## config.mk

```make
export PLATFORM = sky130hd
export DESIGN_NAME = execute_stack_seq_flat
export DESIGN_NICKNAME = d
export VERILOG_FILES = /design/src/rtl/execute_stack_seq_if.sv /design/src/rtl/execute_stack_seq.sv /design/src/flat_wrapper.sv
export SDC_FILE = /design/constraint.sdc
export NUM_CORES = 1
export LEC_CHECK = 0
export CAP_MARGIN = 20
export CORE_UTILIZATION = 45
export DETAILED_ROUTE_END_ITERATION = 10
export PLACE_DENSITY = 0.73
export SLEW_MARGIN = 20
export SYNTH_ARGS = -nofsm -noshare
export SYNTH_HDL_FRONTEND = slang
export SYNTH_SLANG_ARGS = --single-unit
```

## constraint.sdc

```tcl
create_clock -name clk -period 9.9 [get_ports clk]
set_input_delay 1.98 -clock clk [delete_from_list [all_inputs] [get_ports clk]]
set_output_delay 1.98 -clock clk [all_outputs]
set_load 0.005 [all_outputs]
```

## src/rtl/execute_stack_seq_if.sv

```systemverilog
// Request/response bundle for the stack address sequencer.
// The master side issues the sequence; the slave side is the sequencer itself.
interface execute_stack_seq_if #(
  parameter int unsigned CNT_W = 4
) ();
  logic             start;
  logic             dir_pop;
  logic             operand_16bit;
  logic             stack_32bit;
  logic [31:0]      esp_in;
  logic [CNT_W-1:0] word_count;
  logic [15:0]      imm16;
  logic             offset_ready;
  logic             abort;
  logic             busy;
  logic             offset_valid;
  logic [31:0]      stack_offset;
  logic             offset_last;
  logic [CNT_W-1:0] word_index;
  logic             done;
  logic [31:0]      final_esp;

  modport master (
    output start, dir_pop, operand_16bit, stack_32bit, esp_in, word_count, imm16,
           offset_ready, abort,
    input  busy, offset_valid, stack_offset, offset_last, word_index, done, final_esp
  );

  modport slave (
    input  start, dir_pop, operand_16bit, stack_32bit, esp_in, word_count, imm16,
           offset_ready, abort,
    output busy, offset_valid, stack_offset, offset_last, word_index, done, final_esp
  );
endinterface

```

## src/rtl/execute_stack_seq.sv

```systemverilog
// Generates the per-word stack addresses for multi-word PUSH/POP/RET sequences
// and the resulting ESP, one word per cycle under a valid/ready handshake.
module execute_stack_seq #(
  parameter int unsigned MAX_WORDS = 8,
  parameter int unsigned CNT_W     = 4
) (
  input logic                clk,
  input logic                rst_n,
  execute_stack_seq_if.slave bus
);

  localparam logic [1:0] IDLE = 2'd0;
  localparam logic [1:0] RUN  = 2'd1;
  localparam logic [1:0] DONE = 2'd2;

  logic [1:0]       state_q, state_d;
  logic [31:0]      base_q, base_d;
  logic             pop_q, pop_d;
  logic             half_q, half_d;
  logic             s32_q, s32_d;
  logic [CNT_W-1:0] count_q, count_d;
  logic [15:0]      imm_q, imm_d;
  logic [CNT_W-1:0] idx_q, idx_d;
  logic [31:0]      off_q, off_d;
  logic [31:0]      final_q, final_d;

  logic [CNT_W-1:0] cnt_clamp;
  logic [31:0]      size_new, size_cur;
  logic             is_last;

  // 16-bit stacks wrap SP within 64K and keep the upper half of ESP untouched.
  function automatic logic [31:0] mask_sp(input logic s32, input logic [31:0] base,
                                          input logic [31:0] res);
    return s32 ? res : {base[31:16], res[15:0]};
  endfunction

  always_comb begin
    cnt_clamp = (bus.word_count > CNT_W'(MAX_WORDS)) ? CNT_W'(MAX_WORDS) : bus.word_count;
    size_new  = bus.operand_16bit ? 32'd2 : 32'd4;
    size_cur  = half_q ? 32'd2 : 32'd4;
    is_last   = (idx_q == count_q - CNT_W'(1));

    state_d = state_q;
    base_d  = base_q;
    pop_d   = pop_q;
    half_d  = half_q;
    s32_d   = s32_q;
    count_d = count_q;
    imm_d   = imm_q;
    idx_d   = idx_q;
    off_d   = off_q;
    final_d = final_q;

    case (state_q)
      IDLE: begin
        if (bus.start) begin
          base_d  = bus.esp_in;
          pop_d   = bus.dir_pop;
          half_d  = bus.operand_16bit;
          s32_d   = bus.stack_32bit;
          count_d = cnt_clamp;
          imm_d   = bus.imm16;
          idx_d   = '0;
          if (cnt_clamp == '0) begin
            final_d = mask_sp(bus.stack_32bit, bus.esp_in,
                              bus.esp_in + (bus.dir_pop ? {16'h0, bus.imm16} : 32'h0));
            state_d = DONE;
          end else begin
            off_d   = mask_sp(bus.stack_32bit, bus.esp_in,
                              bus.dir_pop ? bus.esp_in : bus.esp_in - size_new);
            state_d = RUN;
          end
        end
      end
      RUN: begin
        if (bus.offset_ready) begin
          if (is_last) begin
            // Push ends at the last written slot; pop steps past it and releases imm16.
            final_d = pop_q ? mask_sp(s32_q, base_q, off_q + size_cur + {16'h0, imm_q}) : off_q;
            state_d = DONE;
          end else begin
            idx_d = idx_q + CNT_W'(1);
            off_d = mask_sp(s32_q, base_q, pop_q ? off_q + size_cur : off_q - size_cur);
          end
        end
      end
      DONE:    state_d = IDLE;
      default: state_d = IDLE;
    endcase

    if (bus.abort) begin
      state_d = IDLE;
      idx_d   = idx_q;
      off_d   = off_q;
      final_d = final_q;
    end
  end

  always_ff @(posedge clk or negedge rst_n) begin
    if (!rst_n) begin
      state_q <= IDLE;
      base_q  <= '0;
      pop_q   <= 1'b0;
      half_q  <= 1'b0;
      s32_q   <= 1'b0;
      count_q <= '0;
      imm_q   <= '0;
      idx_q   <= '0;
      off_q   <= '0;
      final_q <= '0;
    end else begin
      state_q <= state_d;
      base_q  <= base_d;
      pop_q   <= pop_d;
      half_q  <= half_d;
      s32_q   <= s32_d;
      count_q <= count_d;
      imm_q   <= imm_d;
      idx_q   <= idx_d;
      off_q   <= off_d;
      final_q <= final_d;
    end
  end

  assign bus.busy         = (state_q != IDLE);
  assign bus.offset_valid = (state_q == RUN);
  assign bus.done         = (state_q == DONE);
  assign bus.offset_last  = (state_q == RUN) && is_last;
  assign bus.stack_offset = off_q;
  assign bus.word_index   = idx_q;
  assign bus.final_esp    = final_q;

endmodule

```

## src/flat_wrapper.sv

```systemverilog
// flat-port wrapper written by rule: the top's interface ports become plain ports
module execute_stack_seq_flat 
#(
  parameter int unsigned MAX_WORDS = 8,
  parameter int unsigned CNT_W     = 4
)
  (clk, rst_n, bus_start, bus_dir_pop, bus_operand_16bit, bus_stack_32bit, bus_esp_in, bus_word_count, bus_imm16, bus_offset_ready, bus_abort, bus_busy, bus_offset_valid, bus_stack_offset, bus_offset_last, bus_word_index, bus_done, bus_final_esp);
  execute_stack_seq_if #(.CNT_W(CNT_W)) bus_i ();
  input logic clk;
  input logic rst_n;
  input wire logic [$bits(bus_i.start)-1:0] bus_start;
  input wire logic [$bits(bus_i.dir_pop)-1:0] bus_dir_pop;
  input wire logic [$bits(bus_i.operand_16bit)-1:0] bus_operand_16bit;
  input wire logic [$bits(bus_i.stack_32bit)-1:0] bus_stack_32bit;
  input wire logic [$bits(bus_i.esp_in)-1:0] bus_esp_in;
  input wire logic [$bits(bus_i.word_count)-1:0] bus_word_count;
  input wire logic [$bits(bus_i.imm16)-1:0] bus_imm16;
  input wire logic [$bits(bus_i.offset_ready)-1:0] bus_offset_ready;
  input wire logic [$bits(bus_i.abort)-1:0] bus_abort;
  output wire logic [$bits(bus_i.busy)-1:0] bus_busy;
  output wire logic [$bits(bus_i.offset_valid)-1:0] bus_offset_valid;
  output wire logic [$bits(bus_i.stack_offset)-1:0] bus_stack_offset;
  output wire logic [$bits(bus_i.offset_last)-1:0] bus_offset_last;
  output wire logic [$bits(bus_i.word_index)-1:0] bus_word_index;
  output wire logic [$bits(bus_i.done)-1:0] bus_done;
  output wire logic [$bits(bus_i.final_esp)-1:0] bus_final_esp;
  assign bus_i.start = bus_start;
  assign bus_i.dir_pop = bus_dir_pop;
  assign bus_i.operand_16bit = bus_operand_16bit;
  assign bus_i.stack_32bit = bus_stack_32bit;
  assign bus_i.esp_in = bus_esp_in;
  assign bus_i.word_count = bus_word_count;
  assign bus_i.imm16 = bus_imm16;
  assign bus_i.offset_ready = bus_offset_ready;
  assign bus_i.abort = bus_abort;
  assign bus_busy = bus_i.busy;
  assign bus_offset_valid = bus_i.offset_valid;
  assign bus_stack_offset = bus_i.stack_offset;
  assign bus_offset_last = bus_i.offset_last;
  assign bus_word_index = bus_i.word_index;
  assign bus_done = bus_i.done;
  assign bus_final_esp = bus_i.final_esp;
  execute_stack_seq #(.MAX_WORDS(MAX_WORDS), .CNT_W(CNT_W)) u_core (.clk(clk), .rst_n(rst_n), .bus(bus_i));
endmodule
```

# Yosys cells after proc, flatten, opt, wreduce, memory -nomap -nowiden
# Cells that the tools add are included.
dict set report totals {
  ff_bits 125
  word_cells 72
}
dict set report op_classes {
  n_eq_ne 12
  n_mux 31
  n_lt_le_gt_ge 1
  addsub 7
  bitwise 1
  n_reduce_logical 10
}
# operator count
set ops {}
lappend ops {{32-bit 2-to-1 mux} 15}
lappend ops {{32-bit case mux with 2 select lines} 2}
lappend ops {{32-bit adder} 2}
lappend ops {{32-bit subtractor} 2}
lappend ops {{32-bit by 16-bit adder with 32-bit output} 1}
lappend ops {{16-bit 2-to-1 mux} 1}
lappend ops {{4-bit 2-to-1 mux} 4}
lappend ops {{6-bit AND reduction} 2}
lappend ops {{2-bit 2-to-1 mux} 5}
lappend ops {{2-bit != test (second input constant)} 4}
lappend ops {{4-bit case mux with 2 select lines} 1}
lappend ops {{3-bit 2-to-1 mux} 2}
lappend ops {{3-bit != test (second input constant)} 2}
lappend ops {{5-bit AND reduction} 1}
lappend ops {{4-bit by 1-bit adder with 4-bit output (second input constant)} 1}
lappend ops {{4-bit equality test} 1}
lappend ops {{4-bit greater-than comparator (second input constant)} 1}
lappend ops {{4-bit logical NOT} 1}
lappend ops {{2-bit by 1-bit != test with 1-bit output (second input constant)} 2}
lappend ops {{2-bit case mux with 2 select lines} 1}
lappend ops {{2-bit nonzero test} 2}
lappend ops {{4-bit by 1-bit subtractor with 4-bit output (second input constant)} 1}
lappend ops {{3-bit by 2-bit != test with 1-bit output (second input constant)} 1}
lappend ops {{3-bit AND reduction} 1}
lappend ops {{other kinds (6)} 6}

# Longest topological paths before layout
dict set report depth {
  word_depth 8
  mapped_depth 17
  mapped_depth_nobuf 17
}

# Worst setup path after synthesis
# OpenSTA, ideal clock, no wires.
dict set report synth_path {
  kind {input-to-reg}
  start {in bus_dir_pop}
  end {reg u_core.final_q[23] (netlist: u_core.bus.final_esp[23])}
  setup_slack_ns 5.063
  arrival_ns 4.711
  n_path_buf 2
  setup_time_ns 0.126
  cell_stages 14
  required_time_ns 9.774
  cell_sequence {clkbuf_1 -> clkbuf_1 -> nand2_1 -> inv_1 -> ha_1 -> a211oi_1 -> o211a_1 -> o31a_1 -> o31ai_1 -> a21boi_0 -> nor2_1 -> a211o_1 -> a32oi_1 -> o21ai_1}
}
dict set report synth_between {
  elab_chain_cells 6
}
# element line
set synth_lines {}
lappend synth_lines {{start, declared} flat_wrapper.sv:12} ;# input wire logic [$bits(bus_i.dir_pop)-1:0] bus_dir_pop;
lappend synth_lines {{16-bit 2-to-1 mux} execute_stack_seq.sv:66} ;# bus.esp_in + (bus.dir_pop ? {16'h0, bus.imm16} : 32'h0));
lappend synth_lines {{32-bit adder} execute_stack_seq.sv:66}
lappend synth_lines {{32-bit 2-to-1 mux} execute_stack_seq.sv:34} ;# return s32 ? res : {base[31:16], res[15:0]};
lappend synth_lines {{32-bit 2-to-1 mux} execute_stack_seq.sv:64} ;# if (cnt_clamp == '0) begin
lappend synth_lines {{32-bit 2-to-1 mux} execute_stack_seq.sv:56} ;# if (bus.start) begin
lappend synth_lines {{32-bit case mux with 2 select lines} execute_stack_seq.sv:54} ;# case (state_q)
lappend synth_lines {{end signal, assigned} execute_stack_seq.sv:121} ;# final_q <= final_d;
lappend synth_lines {{end, declared} execute_stack_seq.sv:25} ;# logic [31:0] final_q, final_d;
# No other way between the ends. The select of a mux whose other input is x is not followed.
# A chain may end at the register's enable or synchronous reset.

# Worst setup path after layout
# Same ends and word-level chain as after synthesis.

==> metrics.md <==
| Metric | Value |
|---|---|
| Post-synth top flop | `dfrtp_1` |
| GRT met1 Usage | `0.4581` |
| CTS tree | `done` |
| Hold Crit Class | `reg -> reg` |
| Drt first-iter violations | `1157` |
| Max H-tree Level | `3` |
| Internal power | `1.422 mW` |
| Synth Area in XOR/XNOR | `0.09563` |
| PD cells | `226.5 mW/mm^2` |
| Max Transition Viols Final | `0` |
| Multi-input combinational cell area | `0.006725 sq mm` |
| Routed len/inst | `20.71 microns` |
| Netlist cell types | `84` |
| Die footprint | `0.02278 sq mm` |
| Post-synth ARST share | `1.000` |
| Sw frac | `0.4601` |
| Max rail drop VDD | `about 100 uV` |
| Cells after DPL | `between 1500 and 2000` |
| Ports | `approximately 130` |
| CP Capture Point | `u_core.bus.final_esp[23]` |
| Critical Path RT | `10.16 ns` |
| Pwr Total | `2.634 mW` |
| FF+latch count, synth | `109` |
| Final instance area | `0.01163 sq mm` |
| Clk Latency, worst-skew pair | `0.37 ns` |
| RePlAce Congestion | `1.029` |
| Final instance count without filler cells | `between 1500 and 2000` |
| Residual DRC count | `1` |
| CTS buffer count | `9` |
| Vias/cell | `6.284` |
| FILL cells | `2088` |
| Final setup fails | `0` |
| Status | `complete, but fails checks` |
| Max Clk Rate | `0.1782 GHz` |
| Sequential element share of the synthesized area | `0.2732` |
| WP data arrival | `5.87 ns` |
| CTS-repair resized insts | `0` |
| Clock share of power | `0.148` |
| Unrepaired setup endpoints after global routing | `false` |
| Hpwl dp | `around 25000 microns` |
| Synthesis-to-layout area growth | `16.49%` |
| Die height | `roughly 150 microns` |
| Met3 usage in global routing | `0.06837` |
| Slew @ Worst Pin | `0.9694 ns` |
| Share of cells above drive strength 1 | `0.04825` |
| Critical setup path kind | `in -> reg` |
| Post-synth EDFFs | `0` |
| Slack of the critical path | `approximately 4.3 ns` |
| Worst Setup SP | `bus_dir_pop` |
| Initial Utilization | `0.4589` |
| Synth Area in Compound Gates | `0.2270` |
| Post-Synth Adder-Cell Area | `0.06016` |
| Final net count | `1468` |
| DP Area | `0.01133 sq mm` |
| Setup TNS | `0 ns` |
| Reg2reg end | `u_core.bus.final_esp[31]` |
| FF-to-FF path depth | `16` |
| Die Wd | `roughly 150 microns` |
| Setup WS pre-CTS | `3.891 ns` |
| Synthesized Nets | `~1400` |
| Post CTS Setup Buffer Count | `0` |
| Rows | `54` |
| # diodes | `0` |
| Layout Skew | `about 0.012 ns` |
| Met2 Track Usage GR | `0.4186` |
| Final critical-path required period | `5.612 ns` |
| Register area | `between 0.002 and 0.003 sq mm` |
| PortBufs | `131` |
| Number of global-route vias before repair | `9214` |
| Hold Fails Final Rpt | `0` |
| Root buffer cell | `clkbuf_16` |
| Static Leakage | `approximately 4.6 nW` |
| Initial antenna violation count | `1` |
| GRT Total Usage | `0.3030` |
| Antenna Nets Post-Route | `0` |
| Flop pwr share | `0.319` |
| Max-cap viol count | `0` |
| Cell count after synthesis | `1306` |
| YS warnings | `0` |
| Most frequent cells in the layout | `205 x nand2_1, 130 x clkdlybuf4s50_1, 108 x dfrtp_1, 88 x nor2_1, 86 x o21ai_0` |
| Most common cell after layout, fill and taps aside | `nand2_1` |
| Violated checks | `DRC` |
| Clock Tree Buf Depth | `2` |
| Clock sinks | `109` |
| Syn avg cell area | `7.644 sq um` |
| Largest net degree at the start of global routing | `84` |
| Core area | `0.02176 sq mm` |
| Period utilization | `0.5669` |
| Max FO, Critical Path | `24` |
| Critical Path Start Type | `input port` |
| Reg2reg start | `u_core.half_q` |
| Switching pwr | `1.212 mW` |
| DR pass1 iterations | `9` |
| Crit end category | `flip-flop` |
| Clk slew on worst S/H paths | `0.09 ns` |
| Reg2Reg Setup Slack | `4.98 ns` |
| Synth Area in Simple Gates | `0.2598` |
| Slew headroom | `0.3538` |
| Post-synthesis mux area share | `0.03083` |
| Via count | `10360` |
| Post-Syn Area | `approximately 0.01 sq mm` |
| Grt ovf | `0` |
| Most used routing layer | `met1` |
| Logic pwr share | `0.533` |
| Routed Wire Length | `~34000 microns` |
| Largest family of logic cells by synthesized area | `simple AND/OR/NAND/NOR gates` |
| Hold_buf cts | `0` |
| First-pass GRT wire length | `52670 microns` |
==> critical path, cell delays in order <==
cell and delay (ns):
clkdlybuf4s50_1 0.97, nand2_1 0.22, inv_1 0.11, ha_1 0.24, a211oi_1 0.35, o211a_1 0.24, o31a_1 0.17, o31ai_1 0.11
a21boi_0 0.63, nor2_1 0.21, a211o_1 0.36, a32oi_1 0.20, o21ai_1 0.08
==> stage by stage <==
step / hold slack (ns) / util
after detailed placement: 0.4607 / 0.5206
final: 0.4778 / 0.5346
after CTS: 0.4831 / 0.5346
after global routing: 0.5064 / 0.5346
after floorplan: 0.4385 / -
after global placement: 0.4548 / 0.5206
==> how the worst min path moves through the flow <==
stage,end,slack [ns],startpoint,depth (start not counted)
5_1_grt,u_core.base_q[25],0.51,u_core.base_q[25],2
3_5_place_dp,u_core.base_q[26],0.46,u_core.base_q[26],2
4_1_cts,u_core.base_q[26],0.48,u_core.base_q[26],2
3_3_place_gp,u_core.base_q[26],0.45,u_core.base_q[26],2
6_report,u_core.bus.final_esp[14],0.48,u_core.bus.final_esp[14],2
2_1_floorplan,u_core.base_q[26],0.44,u_core.base_q[26],2
==> cell usage after synthesis (6+ instances only) <==
cell / instances / area share
nor2b_1: 8 / 0.0050
nand3_1: 36 / 0.018
buf_1: 10 / 0.0038
a21o_1: 11 / 0.0083
and3_1: 19 / 0.012
mux2_2: 13 / 0.015
a21oi_1: 83 / 0.042
o21ai_1: 6 / 0.0030
buf_2: 8 / 0.0040
nor2_1: 88 / 0.033
o22ai_1: 19 / 0.012
nand2b_1: 14 / 0.0088
o21ai_0: 86 / 0.043
o2111ai_1: 6 / 0.0053
o31ai_1: 13 / 0.0098
a211o_1: 6 / 0.0053
xor2_1: 49 / 0.043
o21a_1: 11 / 0.0083
mux2i_1: 15 / 0.015
nand3b_1: 8 / 0.0060
nand4_1: 12 / 0.0075
a31oi_1: 23 / 0.014
a211oi_1: 15 / 0.011
nor4_1: 26 / 0.016
inv_1: 31 / 0.012
nand2_1: 205 / 0.077
o211ai_1: 15 / 0.011
dfrtp_1: 109 / 0.27
and2_1: 22 / 0.014
ha_1: 40 / 0.050
xnor2_1: 60 / 0.053
nor3_1: 48 / 0.024
or3_1: 8 / 0.0050
clkbuf_1: 71 / 0.027
==> cell families after synthesis <==
logic type / count (synthesis)
simple gates: 530
buf+inv: 130
fa+ha+maj: 45
mux: 29
xor+xnor: 109
compound gates: 354
flops: 109
==> cell type report <==
class | instances | share of cell area
Sequential cell | 109 | 0.2346
Multi-Input combinational cell | 1067 | 0.5783
Clock inverter | 7 | 0.006670
Tap cell | 280 | 0.03012
Clock buffer | 9 | 0.01937
Timing Repair Buffer | 143 | 0.1203
Inverter | 33 | 0.01065
==> routing by layer <==
| layer | part of all wire | routed length (microns) |
|---|---|---|
| met1 | 0.45 | 15420 |
| met2 | 0.41 | 13990 |
| met3 | 0.11 | 3700 |
| met4 | 0.030 | 1024 |
| met5 | 0 | 0 |
==> state kept, by name, indices dropped and copies added (netlist names) <==
name and count:
u_core.count_q 4, u_core.pop_q 1, u_core.bus.word_index 4, u_core.state_q 2, u_core.imm_q 16, u_core.bus.stack_offset 32, u_core.base_q 16, u_core.half_q 1
u_core.bus.final_esp 32, u_core.s32_q 1
==> power groups by stage <==
stage	Clock [mW]	Combinational, mW	Sequential, mW
after floorplan	0	0.952	0.704
after global placement	0	1.35	0.837
after detailed placement	0	1.37	0.838
after CTS	0.393	1.38	0.831
final	0.389	1.41	0.840
after global routing	0.407	1.54	0.863
Note: power is estimated with default switching activity, not from simulation.
